[config.mk]
export PLATFORM = sky130hd
export DESIGN_NAME = vgm_sequencer
export DESIGN_NICKNAME = d
export VERILOG_FILES = /design/src/rtl/vgm_seq_pkg.sv /design/src/rtl/vgm_sample_tick.sv /design/src/rtl/vgm_sequencer.sv
export SDC_FILE = /design/constraint.sdc
export NUM_CORES = 1
export LEC_CHECK = 0
export CORE_MARGIN = 2
export CORE_UTILIZATION = 42
export DETAILED_ROUTE_END_ITERATION = 16
export GPL_TIMING_DRIVEN = 0
export PLACE_DENSITY = 0.73
export SETUP_SLACK_MARGIN = 0.5
export SLEW_MARGIN = 20
export SYNTH_ARGS = -nofsm -noshare
export SYNTH_HDL_FRONTEND = slang
export SYNTH_SLANG_ARGS = --single-unit
[constraint.sdc]
create_clock -name in_clk -period 2.3 [get_ports in_clk]
set_input_delay 0.23 -clock in_clk [delete_from_list [all_inputs] [get_ports in_clk]]
set_output_delay 0.23 -clock in_clk [all_outputs]
set_load 0.05 [all_outputs]
[src/rtl/vgm_seq_pkg.sv]
// Shared opcode, wait-length and state definitions for the VGM command sequencer.
// The 0x70..0x7F short-wait opcodes are decoded only when VGM_SEQ_SHORTWAIT_EN is defined.
package vgm_seq_pkg;

  localparam logic [7:0] OP_WRITE      = 8'hA0;
  localparam logic [7:0] OP_WAIT_N     = 8'h61;
  localparam logic [7:0] OP_WAIT_735   = 8'h62;
  localparam logic [7:0] OP_WAIT_882   = 8'h63;
  localparam logic [7:0] OP_END        = 8'h66;
  localparam logic [7:0] OP_SHORT_WAIT = 8'h70;

  localparam logic [15:0] WAIT_735 = 16'd735;
  localparam logic [15:0] WAIT_882 = 16'd882;

  typedef enum logic [2:0] {
    ST_FETCH_CMD = 3'd0,
    ST_FETCH_A1  = 3'd1,
    ST_FETCH_A2  = 3'd2,
    ST_WR_HIGH   = 3'd3,
    ST_WR_LOW    = 3'd4,
    ST_WAIT      = 3'd5,
    ST_DONE      = 3'd6,
    ST_ERROR     = 3'd7
  } state_t;

  function automatic logic is_fetch_state(input state_t s);
    return (s == ST_FETCH_CMD) || (s == ST_FETCH_A1) || (s == ST_FETCH_A2);
  endfunction

endpackage

[src/rtl/vgm_sample_tick.sv]
// Per-sample divider: emits a one-cycle tick every CLKS_PER_SAMPLE clocks while in_clr is low.
module vgm_sample_tick #(
  parameter int CLKS_PER_SAMPLE = 567
) (
  input  logic in_clk,
  input  logic in_rst,
  input  logic in_clr,
  output logic out_tick
);

  localparam int DIV_W = (CLKS_PER_SAMPLE > 1) ? $clog2(CLKS_PER_SAMPLE) : 1;
  localparam logic [DIV_W-1:0] DIV_LAST = DIV_W'(CLKS_PER_SAMPLE - 1);

  logic [DIV_W-1:0] div_q;

  // Divider restarts from zero whenever cleared, then counts 0..CLKS_PER_SAMPLE-1.
  always_ff @(posedge in_clk) begin
    if (in_rst || in_clr) begin
      div_q <= '0;
    end else if (div_q == DIV_LAST) begin
      div_q <= '0;
    end else begin
      div_q <= div_q + DIV_W'(1);
    end
  end

  assign out_tick = !in_clr && (div_q == DIV_LAST);

endmodule

[src/rtl/vgm_sequencer.sv]
// VGM command-stream sequencer driving PSG register writes and sample-accurate waits.
// Build option: VGM_SEQ_SHORTWAIT_EN enables the 0x7n one-byte short-wait opcodes.
module vgm_sequencer
  import vgm_seq_pkg::*;
#(
  parameter int CLKS_PER_SAMPLE = 567,
  parameter int WR_HIGH_CYCLES  = 2
) (
  input  logic       in_clk,
  input  logic       in_rst,
  input  logic [7:0] in_data,
  input  logic       in_valid,
  output logic       out_ready,
  input  logic       in_run,
  output logic [3:0] out_reg,
  output logic [7:0] out_val,
  output logic       out_wr,
  output logic       out_busy,
  output logic       out_done,
  output logic       out_error
);

  localparam logic [3:0] WR_LAST = 4'(WR_HIGH_CYCLES - 1);

  state_t      state_q;
  logic [7:0]  arg1_q;
  logic        cmd_wait_q;
  logic [15:0] samp_q;
  logic [3:0]  hcnt_q;
  logic [3:0]  reg_q;
  logic [7:0]  val_q;
  logic        wr_q;
  logic        done_q;
  logic        error_q;
  logic        tick_s;
  logic        accept_s;

  vgm_sample_tick #(.CLKS_PER_SAMPLE(CLKS_PER_SAMPLE)) u_tick (
    .in_clk   (in_clk),
    .in_rst   (in_rst),
    .in_clr   (state_q != ST_WAIT),
    .out_tick (tick_s)
  );

  assign accept_s = in_valid && in_run;

  // Command FSM; all PSG-facing outputs and sticky flags are registered here.
  always_ff @(posedge in_clk) begin
    if (in_rst) begin
      state_q    <= ST_FETCH_CMD;
      arg1_q     <= 8'd0;
      cmd_wait_q <= 1'b0;
      samp_q     <= 16'd0;
      hcnt_q     <= 4'd0;
      reg_q      <= 4'd0;
      val_q      <= 8'd0;
      wr_q       <= 1'b0;
      done_q     <= 1'b0;
      error_q    <= 1'b0;
    end else begin
      case (state_q)
        ST_FETCH_CMD: begin
          if (accept_s) begin
            case (in_data)
              OP_WRITE:    begin cmd_wait_q <= 1'b0; state_q <= ST_FETCH_A1; end
              OP_WAIT_N:   begin cmd_wait_q <= 1'b1; state_q <= ST_FETCH_A1; end
              OP_WAIT_735: begin samp_q <= WAIT_735; state_q <= ST_WAIT; end
              OP_WAIT_882: begin samp_q <= WAIT_882; state_q <= ST_WAIT; end
              OP_END:      begin done_q <= 1'b1; state_q <= ST_DONE; end
              default: begin
`ifdef VGM_SEQ_SHORTWAIT_EN
                if (in_data[7:4] == OP_SHORT_WAIT[7:4]) begin
                  samp_q  <= {12'd0, in_data[3:0]} + 16'd1;
                  state_q <= ST_WAIT;
                end else begin
                  error_q <= 1'b1;
                  state_q <= ST_ERROR;
                end
`else
                error_q <= 1'b1;
                state_q <= ST_ERROR;
`endif
              end
            endcase
          end
        end
        ST_FETCH_A1: begin
          if (accept_s) begin
            arg1_q  <= in_data;
            state_q <= ST_FETCH_A2;
          end
        end
        ST_FETCH_A2: begin
          if (accept_s) begin
            if (cmd_wait_q) begin
              // n = {n_hi, n_lo}; a zero-length wait skips WAIT entirely.
              if ({in_data, arg1_q} == 16'd0) begin
                state_q <= ST_FETCH_CMD;
              end else begin
                samp_q  <= {in_data, arg1_q};
                state_q <= ST_WAIT;
              end
            end else if (arg1_q[7:4] == 4'd0) begin
              reg_q   <= arg1_q[3:0];
              val_q   <= in_data;
              wr_q    <= 1'b1;
              hcnt_q  <= 4'd0;
              state_q <= ST_WR_HIGH;
            end else begin
              state_q <= ST_FETCH_CMD;
            end
          end
        end
        ST_WR_HIGH: begin
          if (hcnt_q == WR_LAST) begin
            wr_q    <= 1'b0;
            state_q <= ST_WR_LOW;
          end else begin
            hcnt_q <= hcnt_q + 4'd1;
          end
        end
        ST_WR_LOW: begin
          hcnt_q  <= 4'd0;
          state_q <= ST_FETCH_CMD;
        end
        ST_WAIT: begin
          if (tick_s) begin
            if (samp_q <= 16'd1) begin
              samp_q  <= 16'd0;
              state_q <= ST_FETCH_CMD;
            end else begin
              samp_q <= samp_q - 16'd1;
            end
          end
        end
        ST_DONE:  state_q <= ST_DONE;
        ST_ERROR: state_q <= ST_ERROR;
        default: begin
          wr_q    <= 1'b0;
          error_q <= 1'b1;
          state_q <= ST_ERROR;
        end
      endcase
    end
  end

  assign out_ready = in_run && !in_rst && is_fetch_state(state_q);
  assign out_busy  = !((state_q == ST_FETCH_CMD) || (state_q == ST_DONE) || (state_q == ST_ERROR));
  assign out_reg   = reg_q;
  assign out_val   = val_q;
  assign out_wr    = wr_q;
  assign out_done  = done_q;
  assign out_error = error_q;

endmodule

==> impl_metrics.yaml <==
grt:
  grt_start_max_net_pins: 12
  antenna_found_initial: 0
  grt_pass1_wl_um: 13700
  overflow: 0
  grt_use_met2_pct: 38.1
  track_usage_pct: 22.7
  grt-busiest-layer: "met2"
  grt_pass1_vias: 2886
  grt_use_met3_pct: 7.20
  grt_util_met1_pct: 26.7
logic_synthesis:
  yosys.area.top_type_share_pct: 37.6
  ys_warn_count: 0
  synth.net_count: 382
  synthesis.area_um2: 3040
  synth_ff_type: "dfxtp_1"
  yosysTopAreaCell: "dfxtp_1"
  synthCells: 364
  yosysUniqueCellTypes: 60
  ys_top_cells_by_area: "dfxtp_1, nand2_1, nor2_1"
  synth-edff-count: 0
  syn_area_per_cell_um2: 8.34
  seq_area_frac_synth_pct: 37.6
  synth_seq_cells: 57
  async_reset_ff_share_pct: 0
final_layout:
  top_regs: "samp_q (16), u_tick.div_q (10)"
  drive_gt1_share_pct: 38.4
  multi_input_area_um2: 2260
  area_growth_pct: 51.4
  largest_register_ff_count: 16
  num-fill-cells: 536
  nNetsFinal: 453
  final_cell_mix: "dfxtp_1, nand2_1, nor2_1, buf_4, clkdlybuf4s50_1"
  layout.area.seq_um2: 1160
  n_antenna_cell: 0
  final_common_cell: "dfxtp_1"
  regMostFlops: "samp_q"
  final_area_um2: 4600
cts:
  tritoncts: "built"
  clk_pin_slew_worst_paths_ns: 0.08
  hold_buffers: 0
  cts_buffers: 9
  cts_max_level: 3
  clkLatencyLatePin_ns: 0.35
  cts_root_buffer: "clkbuf_8"
  clock-sinks: 57
  cts_buffer_depth: 2
timing:
  setup_violations: 0
  post-route-period-util_pct: 87.7
  slew_headroom_pct: 49.3
  max_freq_mhz: 496
  layout_setup_ws_ns: 0.283
  hold_viol: 0
  min_period_ns: 2.02
  drv_slew: 0
  rsz0062_at_grt: "yes"
  tightest_slew_ns: 0.760
  finalClockSkew_ns: 0.0118
min_path:
  worstHoldPathCells: 3
  hp-class: "input pin to flop"
  hold_path_end: "out_val[5]$_SDFFE_PP0P_"
  hold_start: "in_data[5]"
setup_path:
  start_kind: "flop"
  rrSetupSlack_ns: 0.28
  r2r-start: "samp_q[1]$_SDFFE_PP0P_"
  reg2reg_depth: 6
  crit_path_max_fanout: 7
  worstPathRequired_ns: 2.59
  r2r-end: "samp_q[13]$_SDFFE_PP0P_"
  worstPathArrival_ns: 2.31
  worstSetupPathType: "flop to flop"
  cp-end-kind: "flop"
place:
  dpl.hpwl_um: 5630
  routabilityCongestion: 0.893
  portBuffers: 26
  post_dp_cell_area_um2: 3460
  pre_cts_ws_ns: -0.263
floorplanning:
  dieWidth_um: 89.0
  die_area_um2: 7920
  core_um2: 6910
  die_height_um: 89.0
  start_util_pct: 43.9
  ios: 29
  rows: 30
run_status:
  run_status: "complete, no violations"
drt:
  routedWlPerCell_um: 18.5
  viasPerCell: 6.07
  drtIter0Drc: 265
  via_count: 3251
  drtPass1Iterations: 5
  final_antenna_net_count: 0
  drc: 0
  wirelength_um: 9910
pwr:
  p_leak_nw: 1.76
  ir_worst_vdd_v: 0.000571
  power_density_nw_per_um2: 1030
job:
  drv_cap: 0
-- cell families after synthesis --
kind of cell             synth area share (%)
AND/OR/NAND/NOR                          27.7
multiplexers                             2.64
flip-flops                               37.6
XOR/XNOR                                 5.19
AO/OA/AOI/OAI                            19.9
buffers and inverters                    4.49
adder cells (fa/ha/maj)                  2.47
-- cell type report --
type	instances	share of cell area, %
buffer	21	3.81
clock buffer	10	2.99
clock inverter	6	2.50
inverter	13	1.12
multi-input combinational	273	49.2
sequential	57	25.3
tap	96	2.61
timing repair buffer	60	12.4
-- metal layers --
metal	up-vias	part of all wire, %
li1	1483	-
met3	44	6.8
met5	-	0
met4	0	4.0
met1	1567	39
met2	157	50
-- timing repair --
action / in CTS / in global routing
endpoints found under the setup margin: 54 / 55
resized for setup: 56 / 117
setup buffers: 14 / 17
gates cloned: 1 / 2
pin swaps: 7 / 40
-- how the worst max path moves through the flow --
| stage | start | end | slack [ns] | depth (start not counted) |
|---|---|---|---|---|
| 3_3_place_gp | in_data[4] | samp_q[2]$_SDFFE_PP0P_ | -0.21 | 6 |
| 5_1_grt | samp_q[1]$_SDFFE_PP0P_ | samp_q[13]$_SDFFE_PP0P_ | 0.24 | 6 |
| 4_1_cts | u_tick.div_q[0]$_SDFF_PP0_ | samp_q[2]$_SDFFE_PP0P_ | 0.35 | 8 |
| 2_1_floorplan | state_q[1]$_SDFFE_PP0P_ | hcnt_q[3]$_SDFFE_PP0P_ | 0.45 | 7 |
| 3_5_place_dp | in_data[2] | samp_q[2]$_SDFFE_PP0P_ | -0.26 | 6 |
| 6_report | samp_q[1]$_SDFFE_PP0P_ | samp_q[13]$_SDFFE_PP0P_ | 0.28 | 6 |
-- worst max-delay path, stage by stage (launching register included) --
cell and delay [ns]:
dfxtp_2 0.34, or4_4 0.53, buf_6 0.16, nor3_4 0.19, or4b_4 0.49, a21oi_2 0.14
a221o_1 0.12
-- cells in the mapped netlist (all sizes together) (3+ instances only) --
library cell and number:
a311oi 3, xnor2 7, nor2 36, or2 7, o31ai 3, ha 6
a211oi 8, a221oi 7, nand2b 6, buf 5, inv 13, nor4 9
nand4 11, or3 5, nor3b 3, a41oi 3, a22o 6, xor2 11
a22oi 4, mux2i 8, o21ai 5, a21oi 25, dfxtp 57, nand2 43
clkbuf 16, or4 3, and2 4, nor3 10, a221o 3, nand3 4
-- stage by stage --
stage / cells / utilization (%) / total power (W) / setup TNS, ns / hold slack [ns]
finish: 536 / 66.6 / 0.00475 / 0 / 0.293
CTS: 517 / 58.2 / 0.00414 / 0 / 0.336
detailed placement: 486 / 50.1 / 0.00262 / -2.28 / 0.449
global placement: 486 / 50.1 / 0.00261 / -1.91 / 0.443
global route: 536 / 66.6 / 0.00496 / 0 / 0.292
floorplan: 364 / - / 0.00228 / 0 / 0.366
-- where the power goes --
part	internal, W	total (W)	switching (W)
clock network	0.000753	0.00119	0.000442
registers	0.00109	0.00121	0.000120
logic	0.00111	0.00235	0.00124
total	0.00295	0.00475	0.00180
Note: power is estimated with default switching activity, not from simulation.
